==> src/rtl/mem_arbiter_if.sv <==
// Signal bundle between the core's instruction/data ports, the arbiter and the shared memory port.
// The arbiter connects through the slave modport; the environment driving it uses master.
interface mem_arbiter_if #(
  parameter int ADDR_W = 32,
  parameter int DATA_W = 32
);
  logic              i_start;
  logic              i_ready;
  logic [ADDR_W-1:0] i_addr;
  logic [DATA_W-1:0] i_data;
  logic              i_valid;

  logic              d_cmd_start;
  logic              d_cmd_write;
  logic              d_cmd_ready;
  logic [ADDR_W-1:0] d_addr;
  logic [DATA_W-1:0] d_wdata;
  logic [DATA_W-1:0] d_wmask;
  logic [DATA_W-1:0] d_rdata;
  logic              d_rdata_valid;

  logic              mem_start;
  logic              mem_write;
  logic              mem_ready;
  logic [ADDR_W-1:0] mem_addr;
  logic [DATA_W-1:0] mem_wdata;
  logic [DATA_W-1:0] mem_wmask;
  logic [DATA_W-1:0] mem_rdata;
  logic              mem_rdata_valid;

  modport slave (
    input  i_start, i_addr,
    output i_ready, i_data, i_valid,
    input  d_cmd_start, d_cmd_write, d_addr, d_wdata, d_wmask,
    output d_cmd_ready, d_rdata, d_rdata_valid,
    output mem_start, mem_write, mem_addr, mem_wdata, mem_wmask,
    input  mem_ready, mem_rdata, mem_rdata_valid
  );

  modport master (
    output i_start, i_addr,
    input  i_ready, i_data, i_valid,
    output d_cmd_start, d_cmd_write, d_addr, d_wdata, d_wmask,
    input  d_cmd_ready, d_rdata, d_rdata_valid,
    input  mem_start, mem_write, mem_addr, mem_wdata, mem_wmask,
    output mem_ready, mem_rdata, mem_rdata_valid
  );
endinterface

==> src/rtl/mem_arbiter.sv <==
// Round-robin arbiter sharing one memory command port between the instruction and data ports.
// Each port owns a one-entry request buffer; one memory command is outstanding at a time.
module mem_arbiter #(
  parameter int ADDR_W = 32,
  parameter int DATA_W = 32
) (
  input  logic             clk,
  input  logic             rst,
  mem_arbiter_if.slave     bus
);
  typedef enum logic [1:0] {S_IDLE, S_REQ, S_WAIT} state_t;
  localparam logic GNT_INST = 1'b0;
  localparam logic GNT_DATA = 1'b1;

  state_t            state, state_nxt;
  logic              i_buf_vld;
  logic [ADDR_W-1:0] i_buf_addr;
  logic              d_buf_vld, d_buf_write;
  logic [ADDR_W-1:0] d_buf_addr;
  logic [DATA_W-1:0] d_buf_wdata, d_buf_wmask;
  logic              owner, last_grant;
  logic              grant_vld, grant_sel, cmd_done, rsp_done, release_buf;
  logic              mem_write_r;
  logic [ADDR_W-1:0] mem_addr_r;
  logic [DATA_W-1:0] mem_wdata_r, mem_wmask_r;
  logic              i_valid_r, d_valid_r;
  logic [DATA_W-1:0] i_data_r, d_rdata_r;

  assign bus.i_ready       = !i_buf_vld;
  assign bus.d_cmd_ready   = !d_buf_vld;
  assign bus.mem_start     = (state == S_REQ);
  assign bus.mem_write     = mem_write_r;
  assign bus.mem_addr      = mem_addr_r;
  assign bus.mem_wdata     = mem_wdata_r;
  assign bus.mem_wmask     = mem_wmask_r;
  assign bus.i_valid       = i_valid_r;
  assign bus.i_data        = i_data_r;
  assign bus.d_rdata_valid = d_valid_r;
  assign bus.d_rdata       = d_rdata_r;
  assign release_buf       = cmd_done || rsp_done;

  always_ff @(posedge clk or posedge rst) begin
    if (rst) state <= S_IDLE;
    else     state <= state_nxt;
  end

  always_comb begin
    state_nxt = state;
    grant_vld = 1'b0;
    grant_sel = GNT_INST;
    cmd_done  = 1'b0;
    rsp_done  = 1'b0;
    case (state)
      S_IDLE: begin
        if (i_buf_vld || d_buf_vld) begin
          grant_vld = 1'b1;
          // On a tie the port that lost last time wins
          grant_sel = (d_buf_vld && (!i_buf_vld || last_grant == GNT_INST)) ? GNT_DATA : GNT_INST;
          state_nxt = S_REQ;
        end
      end
      S_REQ: begin
        if (bus.mem_ready) begin
          if (mem_write_r) begin
            cmd_done  = 1'b1;
            state_nxt = S_IDLE;
          end else begin
            state_nxt = S_WAIT;
          end
        end
      end
      S_WAIT: begin
        if (bus.mem_rdata_valid) begin
          rsp_done  = 1'b1;
          state_nxt = S_IDLE;
        end
      end
      default: state_nxt = S_IDLE;
    endcase
  end

  always_ff @(posedge clk or posedge rst) begin
    if (rst) begin
      i_buf_vld <= 1'b0;
      d_buf_vld <= 1'b0;
    end else begin
      if (bus.i_start && !i_buf_vld)                     i_buf_vld <= 1'b1;
      else if (release_buf && owner == GNT_INST)         i_buf_vld <= 1'b0;
      if (bus.d_cmd_start && !d_buf_vld)                 d_buf_vld <= 1'b1;
      else if (release_buf && owner == GNT_DATA)         d_buf_vld <= 1'b0;
    end
  end

  // Buffer payload is only meaningful while its valid bit is set
  always_ff @(posedge clk) begin
    if (bus.i_start && !i_buf_vld) i_buf_addr <= bus.i_addr;
    if (bus.d_cmd_start && !d_buf_vld) begin
      d_buf_addr  <= bus.d_addr;
      d_buf_write <= bus.d_cmd_write;
      d_buf_wdata <= bus.d_wdata;
      d_buf_wmask <= bus.d_wmask;
    end
  end

  always_ff @(posedge clk or posedge rst) begin
    if (rst) begin
      owner       <= GNT_INST;
      last_grant  <= GNT_INST;
      mem_write_r <= 1'b0;
      mem_addr_r  <= '0;
      mem_wdata_r <= '0;
      mem_wmask_r <= '0;
    end else if (grant_vld) begin
      owner      <= grant_sel;
      last_grant <= grant_sel;
      if (grant_sel == GNT_DATA) begin
        mem_write_r <= d_buf_write;
        mem_addr_r  <= d_buf_addr;
        mem_wdata_r <= d_buf_wdata;
        mem_wmask_r <= d_buf_wmask;
      end else begin
        mem_write_r <= 1'b0;
        mem_addr_r  <= i_buf_addr;
        mem_wdata_r <= '0;
        mem_wmask_r <= '0;
      end
    end
  end

  always_ff @(posedge clk or posedge rst) begin
    if (rst) begin
      i_valid_r <= 1'b0;
      d_valid_r <= 1'b0;
      i_data_r  <= '0;
      d_rdata_r <= '0;
    end else begin
      i_valid_r <= rsp_done && (owner == GNT_INST);
      d_valid_r <= rsp_done && (owner == GNT_DATA);
      if (rsp_done && owner == GNT_INST) i_data_r  <= bus.mem_rdata;
      if (rsp_done && owner == GNT_DATA) d_rdata_r <= bus.mem_rdata;
    end
  end
endmodule

==> src/flat_wrapper.sv <==
// flat-port wrapper written by rule: the top's interface ports become plain ports
module mem_arbiter_flat 
#(
  parameter int ADDR_W = 32,
  parameter int DATA_W = 32
)
  (clk, rst, bus_i_start, bus_i_addr, bus_i_ready, bus_i_data, bus_i_valid, bus_d_cmd_start, bus_d_cmd_write, bus_d_addr, bus_d_wdata, bus_d_wmask, bus_d_cmd_ready, bus_d_rdata, bus_d_rdata_valid, bus_mem_start, bus_mem_write, bus_mem_addr, bus_mem_wdata, bus_mem_wmask, bus_mem_ready, bus_mem_rdata, bus_mem_rdata_valid);
  mem_arbiter_if #(.ADDR_W(ADDR_W), .DATA_W(DATA_W)) bus_i ();
  input  logic clk;
  input  logic rst;
  input wire logic [$bits(bus_i.i_start)-1:0] bus_i_start;
  input wire logic [$bits(bus_i.i_addr)-1:0] bus_i_addr;
  output wire logic [$bits(bus_i.i_ready)-1:0] bus_i_ready;
  output wire logic [$bits(bus_i.i_data)-1:0] bus_i_data;
  output wire logic [$bits(bus_i.i_valid)-1:0] bus_i_valid;
  input wire logic [$bits(bus_i.d_cmd_start)-1:0] bus_d_cmd_start;
  input wire logic [$bits(bus_i.d_cmd_write)-1:0] bus_d_cmd_write;
  input wire logic [$bits(bus_i.d_addr)-1:0] bus_d_addr;
  input wire logic [$bits(bus_i.d_wdata)-1:0] bus_d_wdata;
  input wire logic [$bits(bus_i.d_wmask)-1:0] bus_d_wmask;
  output wire logic [$bits(bus_i.d_cmd_ready)-1:0] bus_d_cmd_ready;
  output wire logic [$bits(bus_i.d_rdata)-1:0] bus_d_rdata;
  output wire logic [$bits(bus_i.d_rdata_valid)-1:0] bus_d_rdata_valid;
  output wire logic [$bits(bus_i.mem_start)-1:0] bus_mem_start;
  output wire logic [$bits(bus_i.mem_write)-1:0] bus_mem_write;
  output wire logic [$bits(bus_i.mem_addr)-1:0] bus_mem_addr;
  output wire logic [$bits(bus_i.mem_wdata)-1:0] bus_mem_wdata;
  output wire logic [$bits(bus_i.mem_wmask)-1:0] bus_mem_wmask;
  input wire logic [$bits(bus_i.mem_ready)-1:0] bus_mem_ready;
  input wire logic [$bits(bus_i.mem_rdata)-1:0] bus_mem_rdata;
  input wire logic [$bits(bus_i.mem_rdata_valid)-1:0] bus_mem_rdata_valid;
  assign bus_i.i_start = bus_i_start;
  assign bus_i.i_addr = bus_i_addr;
  assign bus_i_ready = bus_i.i_ready;
  assign bus_i_data = bus_i.i_data;
  assign bus_i_valid = bus_i.i_valid;
  assign bus_i.d_cmd_start = bus_d_cmd_start;
  assign bus_i.d_cmd_write = bus_d_cmd_write;
  assign bus_i.d_addr = bus_d_addr;
  assign bus_i.d_wdata = bus_d_wdata;
  assign bus_i.d_wmask = bus_d_wmask;
  assign bus_d_cmd_ready = bus_i.d_cmd_ready;
  assign bus_d_rdata = bus_i.d_rdata;
  assign bus_d_rdata_valid = bus_i.d_rdata_valid;
  assign bus_mem_start = bus_i.mem_start;
  assign bus_mem_write = bus_i.mem_write;
  assign bus_mem_addr = bus_i.mem_addr;
  assign bus_mem_wdata = bus_i.mem_wdata;
  assign bus_mem_wmask = bus_i.mem_wmask;
  assign bus_i.mem_ready = bus_mem_ready;
  assign bus_i.mem_rdata = bus_mem_rdata;
  assign bus_i.mem_rdata_valid = bus_mem_rdata_valid;
  mem_arbiter #(.ADDR_W(ADDR_W), .DATA_W(DATA_W)) u_core (.clk(clk), .rst(rst), .bus(bus_i));
endmodule
==> config.mk <==
export PLATFORM = sky130hd
export DESIGN_NAME = mem_arbiter_flat
export DESIGN_NICKNAME = d
export VERILOG_FILES = /design/src/rtl/mem_arbiter_if.sv /design/src/rtl/mem_arbiter.sv /design/src/flat_wrapper.sv
export SDC_FILE = /design/constraint.sdc
export NUM_CORES = 1
export LEC_CHECK = 0
export CAP_MARGIN = 10
export CORE_MARGIN = 8
export CORE_UTILIZATION = 50
export CTS_CLUSTER_SIZE = 12
export DETAILED_ROUTE_END_ITERATION = 10
export GPL_TIMING_DRIVEN = 0
export PLACE_DENSITY = 0.85
export SYNTH_ARGS = -nofsm -noshare
export SYNTH_HDL_FRONTEND = slang
export SYNTH_SLANG_ARGS = --single-unit
==> constraint.sdc <==
create_clock -name clk -period 19.82 [get_ports clk]
set_clock_uncertainty 0.1 [all_clocks]
set_input_delay 5.946 -clock clk [delete_from_list [all_inputs] [get_ports clk]]
set_output_delay 5.946 -clock clk [all_outputs]
set_load 0.05 [all_outputs]
# Yosys cells after proc, flatten, opt, wreduce, memory -nomap -nowiden
# Index checks and enable logic that the tools add are counted.
# word_totals
register_bits	297
out_inout_bits	166
wordCells	62
# op_classes
n_eq_ne	5
muxes	23
bitwise	1
reduce_logical	16
# ops
op	count
$mux 32	3
$mux 1	15
$mux 2	4
$logic_and 1x1->1	7
$pmux 2 s3	1
$ne 2x1->1 const B	2
$reduce_bool 2->1	2
$logic_or 1x1->1	3
$reduce_and 3->1	1
$eq 2x1->1 const B	1
$eq 2x2->1 const B	1
$logic_not 1->1	2
$logic_not 2->1	1
$ne 2x2->1 const B	1
$not 1->1	1

# Logic depth before layout (Yosys ltp)
# logic_depth
word_depth	7
mapped_depth	6
mapped_depth_nobuf	3

# Least setup slack after synthesis
# OpenSTA, ideal clock, no wires.
# synth_path
kind	input to register
start	input port bus_d_cmd_start
end	register u_core.d_buf_addr[0] (enable)
t_arrival_ns	10.170
required_time_ns	19.155
path_slack_ns	8.985
cell_stages	1
n_path_buf	0
path_cell_list	nor2b_1
# synth_via
elab_chain_len	1
# synth_lines
element	line_no	source
from (decl)	flat_wrapper.sv:16	input wire logic [$bits(bus_i.d_cmd_start)-1:0] bus_d_cmd_start;
$logic_and 1x1->1	mem_arbiter.sv:97	if (bus.d_cmd_start && !d_buf_vld) begin
to (signal assigned)	mem_arbiter.sv:98	d_buf_addr <= bus.d_addr;
to (decl)	mem_arbiter.sv:19	logic [ADDR_W-1:0] d_buf_addr;
# No other way between the ends.
# A chain may end at the register's enable or synchronous reset.

# Final worst setup path
# layout_path
start	register u_core.state[0]
end	output port bus_mem_start
# layout_via
elab_chain_len	1
# layout_lines
element	line_no	source
from (decl)	mem_arbiter.sv:15	state_t state, state_nxt;
from (signal assigned)	mem_arbiter.sv:44	else state <= state_nxt;
$eq 2x1->1	mem_arbiter.sv:31	assign bus.mem_start = (state == S_REQ);
to (decl)	flat_wrapper.sv:24	output wire logic [$bits(bus_i.mem_start)-1:0] bus_mem_start;
# No other way between the ends.

==> flow_summary.json <==
{
  "slew_violations": 0,
  "rows": 53,
  "final_util": 0.733,
  "min_path_type": "reg -> reg",
  "final_common_cell": "clkdlybuf4s50_1",
  "syn_inst": 625,
  "initial_core_util": 0.505,
  "core_um2": 20900,
  "max-clock-path-buffers": 3,
  "clk_latency_ps": 560,
  "rsz0062_at_grt": "no",
  "hpwl_um": 21600,
  "numPortBuffers": 332,
  "drtAntennaViolNets": 0,
  "min_period_over_period": 0.409,
  "wire_per_inst_um": 23.3,
  "dpl.cell_count": 1236,
  "drt-initial-drc-count": 427,
  "dieArea_um2": 26000,
  "area_growth_pct": 45.1,
  "finalSetupViolations": 0,
  "clock_sinks": 297,
  "grt_start_max_net_pins": 87,
  "setup_tns_ps": 0,
  "clk_pin_slew_ps": 60,
  "synth_fp_nets": 792,
  "hold_buffers": 0,
  "io_pins": 333,
  "worstPathRequired_ps": 13770,
  "firstDrtPassIters": 5,
  "worst_pin_slew_ps": 999,
  "synthArstFlopShare": 0.566,
  "ir_drop_v": 0.000113,
  "die_width_um": 161,
  "gp_congestion": 0.773,
  "slowest_stage": "clkdlybuf4s50_1",
  "cts.htree.levels": 1,
  "crit_type": "reg -> out",
  "netlist.area_leader.share": 0.399,
  "drv_cap": 0,
  "cp_slowest_stage_delay_ps": 870,
  "fmax_mhz": 123,
  "die_h_um": 161,
  "grt_overflow": 0,
  "hold_violations": 0,
  "synth_edf_count": 129,
  "cp_data_arrival_time_ps": 2060,
  "relSlewSlack": 0.333,
  "post_cts_buffers": 0,
  "end_kind": "output pin",
  "ys_seq_area_frac": 0.766,
  "synth.avg_cell_area_um2": 16.9,
  "clockRootBuffer": "clkbuf_16",
  "power_per_cell_area_nw_per_um2": 187,
  "layout_common_cells": "clkdlybuf4s50_1, dfrtp_1, edfxtp_1, a22o_1, mux2_2",
  "p_leak_uw": 0.00618,
  "synth_ff_type": "dfrtp_1",
  "yosys_warnings": 0,
  "grt_antenna_before_repair": 3,
  "path_cells": "inv_1, nor2_1, clkdlybuf4s50_1",
  "via_per_inst": 5.36,
  "drive_gt1_frac": 0.139,
  "drc": 0,
  "drt-total-wl_um": 30100,
  "finalCriticalPeriod_ps": 8110,
  "synthTopCellsByArea": "dfrtp_1, edfxtp_1, a22o_1",
  "grt_pass1_wl_um": 45700,
  "grt_usage": 0.228,
  "synth.cell_area_um2": 10500,
  "outcome": "complete, no violations",
  "crit_fanout": 5,
  "final_net_count": 1161,
  "dr_total_vias": 6941,
  "tritoncts": "done",
  "synth_largest_area_cell": "dfrtp_1",
  "cts_resized": 0,
  "synth-seq-cells": 297,
  "grt_pass1_vias": 7550,
  "fin_cells": 1296,
  "cts_buffers": 31,
  "synth_cell_type_count": 28,
  "worstSetupStartpointType": "flop"
}
## area by class of cell
class / instances / area, um^2
buffer: 41 / 213
clock buffer: 52 / 925
inverter: 8 / 37.5
clock inverter: 5 / 46.3
sequential: 297 / 8080
multi-input combinational: 279 / 2240
timing repair buffer: 336 / 3410
antenna: 3 / 7.51
tap: 275 / 344
fill: 1349 / 5590
## critical path, delay by kind of cell (launching register included)
family | cells | cell delay, ps
flops | 1 | 420
simple gates | 1 | 110
buf+inv | 2 | 980
## worst paths after layout
| kind | start | end | slack, ps | depth (start not counted) |
|---|---|---|---|---|
| max reg2reg | u_core.d_buf_vld | u_core.state[0] | 17730 | 5 |
| min reg2reg | u_core.d_buf_wdata[28] | u_core.bus.mem_wdata[28] | 370 | 1 |
| max | u_core.state[0] | bus_mem_start | 11710 | 3 |
| max in group asynchronous | rst | u_core.bus.mem_addr[18] | 13020 | 3 |
| min | u_core.d_buf_wdata[28] | u_core.bus.mem_wdata[28] | 370 | 1 |
| min in group asynchronous | rst | u_core.bus.i_data[11] | 5770 | 2 |
## cell usage after synthesis (2+ instances only)
| library cell | n |
|---|---|
| o311ai_0 | 2 |
| nor2_2 | 3 |
| nand2_1 | 2 |
| mux2_4 | 29 |
| dfrtp_1 | 168 |
| mux2_2 | 35 |
| or2_1 | 2 |
| a31oi_1 | 2 |
| nor2b_1 | 2 |
| edfxtp_1 | 129 |
| buf_6 | 4 |
| o21ai_0 | 33 |
| nand3_1 | 2 |
| inv_1 | 8 |
| o31ai_1 | 31 |
| buf_4 | 3 |
| clkbuf_1 | 20 |
| a21oi_1 | 30 |
| a22o_1 | 65 |
| buf_2 | 14 |
| nor2_1 | 34 |
## cell families (layout without fill, tap and decap cells)
logic type | after synthesis | in the layout | synth area share
AND/OR/NAND/NOR | 47 | 47 | 0.0196
other | 0 | 3 | 0
multiplexers | 64 | 64 | 0.0787
buffers and inverters | 49 | 442 | 0.0230
AO/OA/AOI/OAI | 168 | 168 | 0.113
flip-flops | 297 | 297 | 0.766
## registers in the layout, summed over array words and instances, names as in the netlist
name                      count
u_core.d_buf_vld              1
u_core.bus.i_data            32
u_core.d_buf_addr            32
u_core.state                  2
u_core.d_buf_write            1
u_core.bus.mem_write          1
u_core.i_buf_addr            32
u_core.d_buf_wdata           32
u_core.bus.d_rdata           32
u_core.bus.mem_wdata         32
u_core.bus.i_valid            1
u_core.i_buf_vld              1
u_core.d_buf_wmask           32
u_core.bus.mem_wmask         32
u_core.bus.d_rdata_valid      1
u_core.owner                  1
u_core.bus.mem_addr          32
## metrics by stage
step	total power, uW	hold slack [ps]	instance area, um^2	worst slack (ps)
3_3_place_gp	2290	350	14200	6190
3_5_place_dp	2330	364	14300	11950
2_1_floorplan	1820	349	10500	8980
4_1_cts	2890	371	15300	11670
6_report	2870	369	15300	11710
5_1_grt	2990	389	15300	11640
## metal layers
layer	wire, um	global-route usage
met5	0	0
met4	889	0.0808
met3	2290	0.0634
met2	15600	0.394
met1	11400	0.269
## where the power goes
group / total [uW] / internal [uW] / switching, uW
Sequential: 940 / 837 / 103
Combinational: 1380 / 481 / 898
Clock: 549 / 317 / 232
Note: power is estimated with default switching activity, not from simulation.
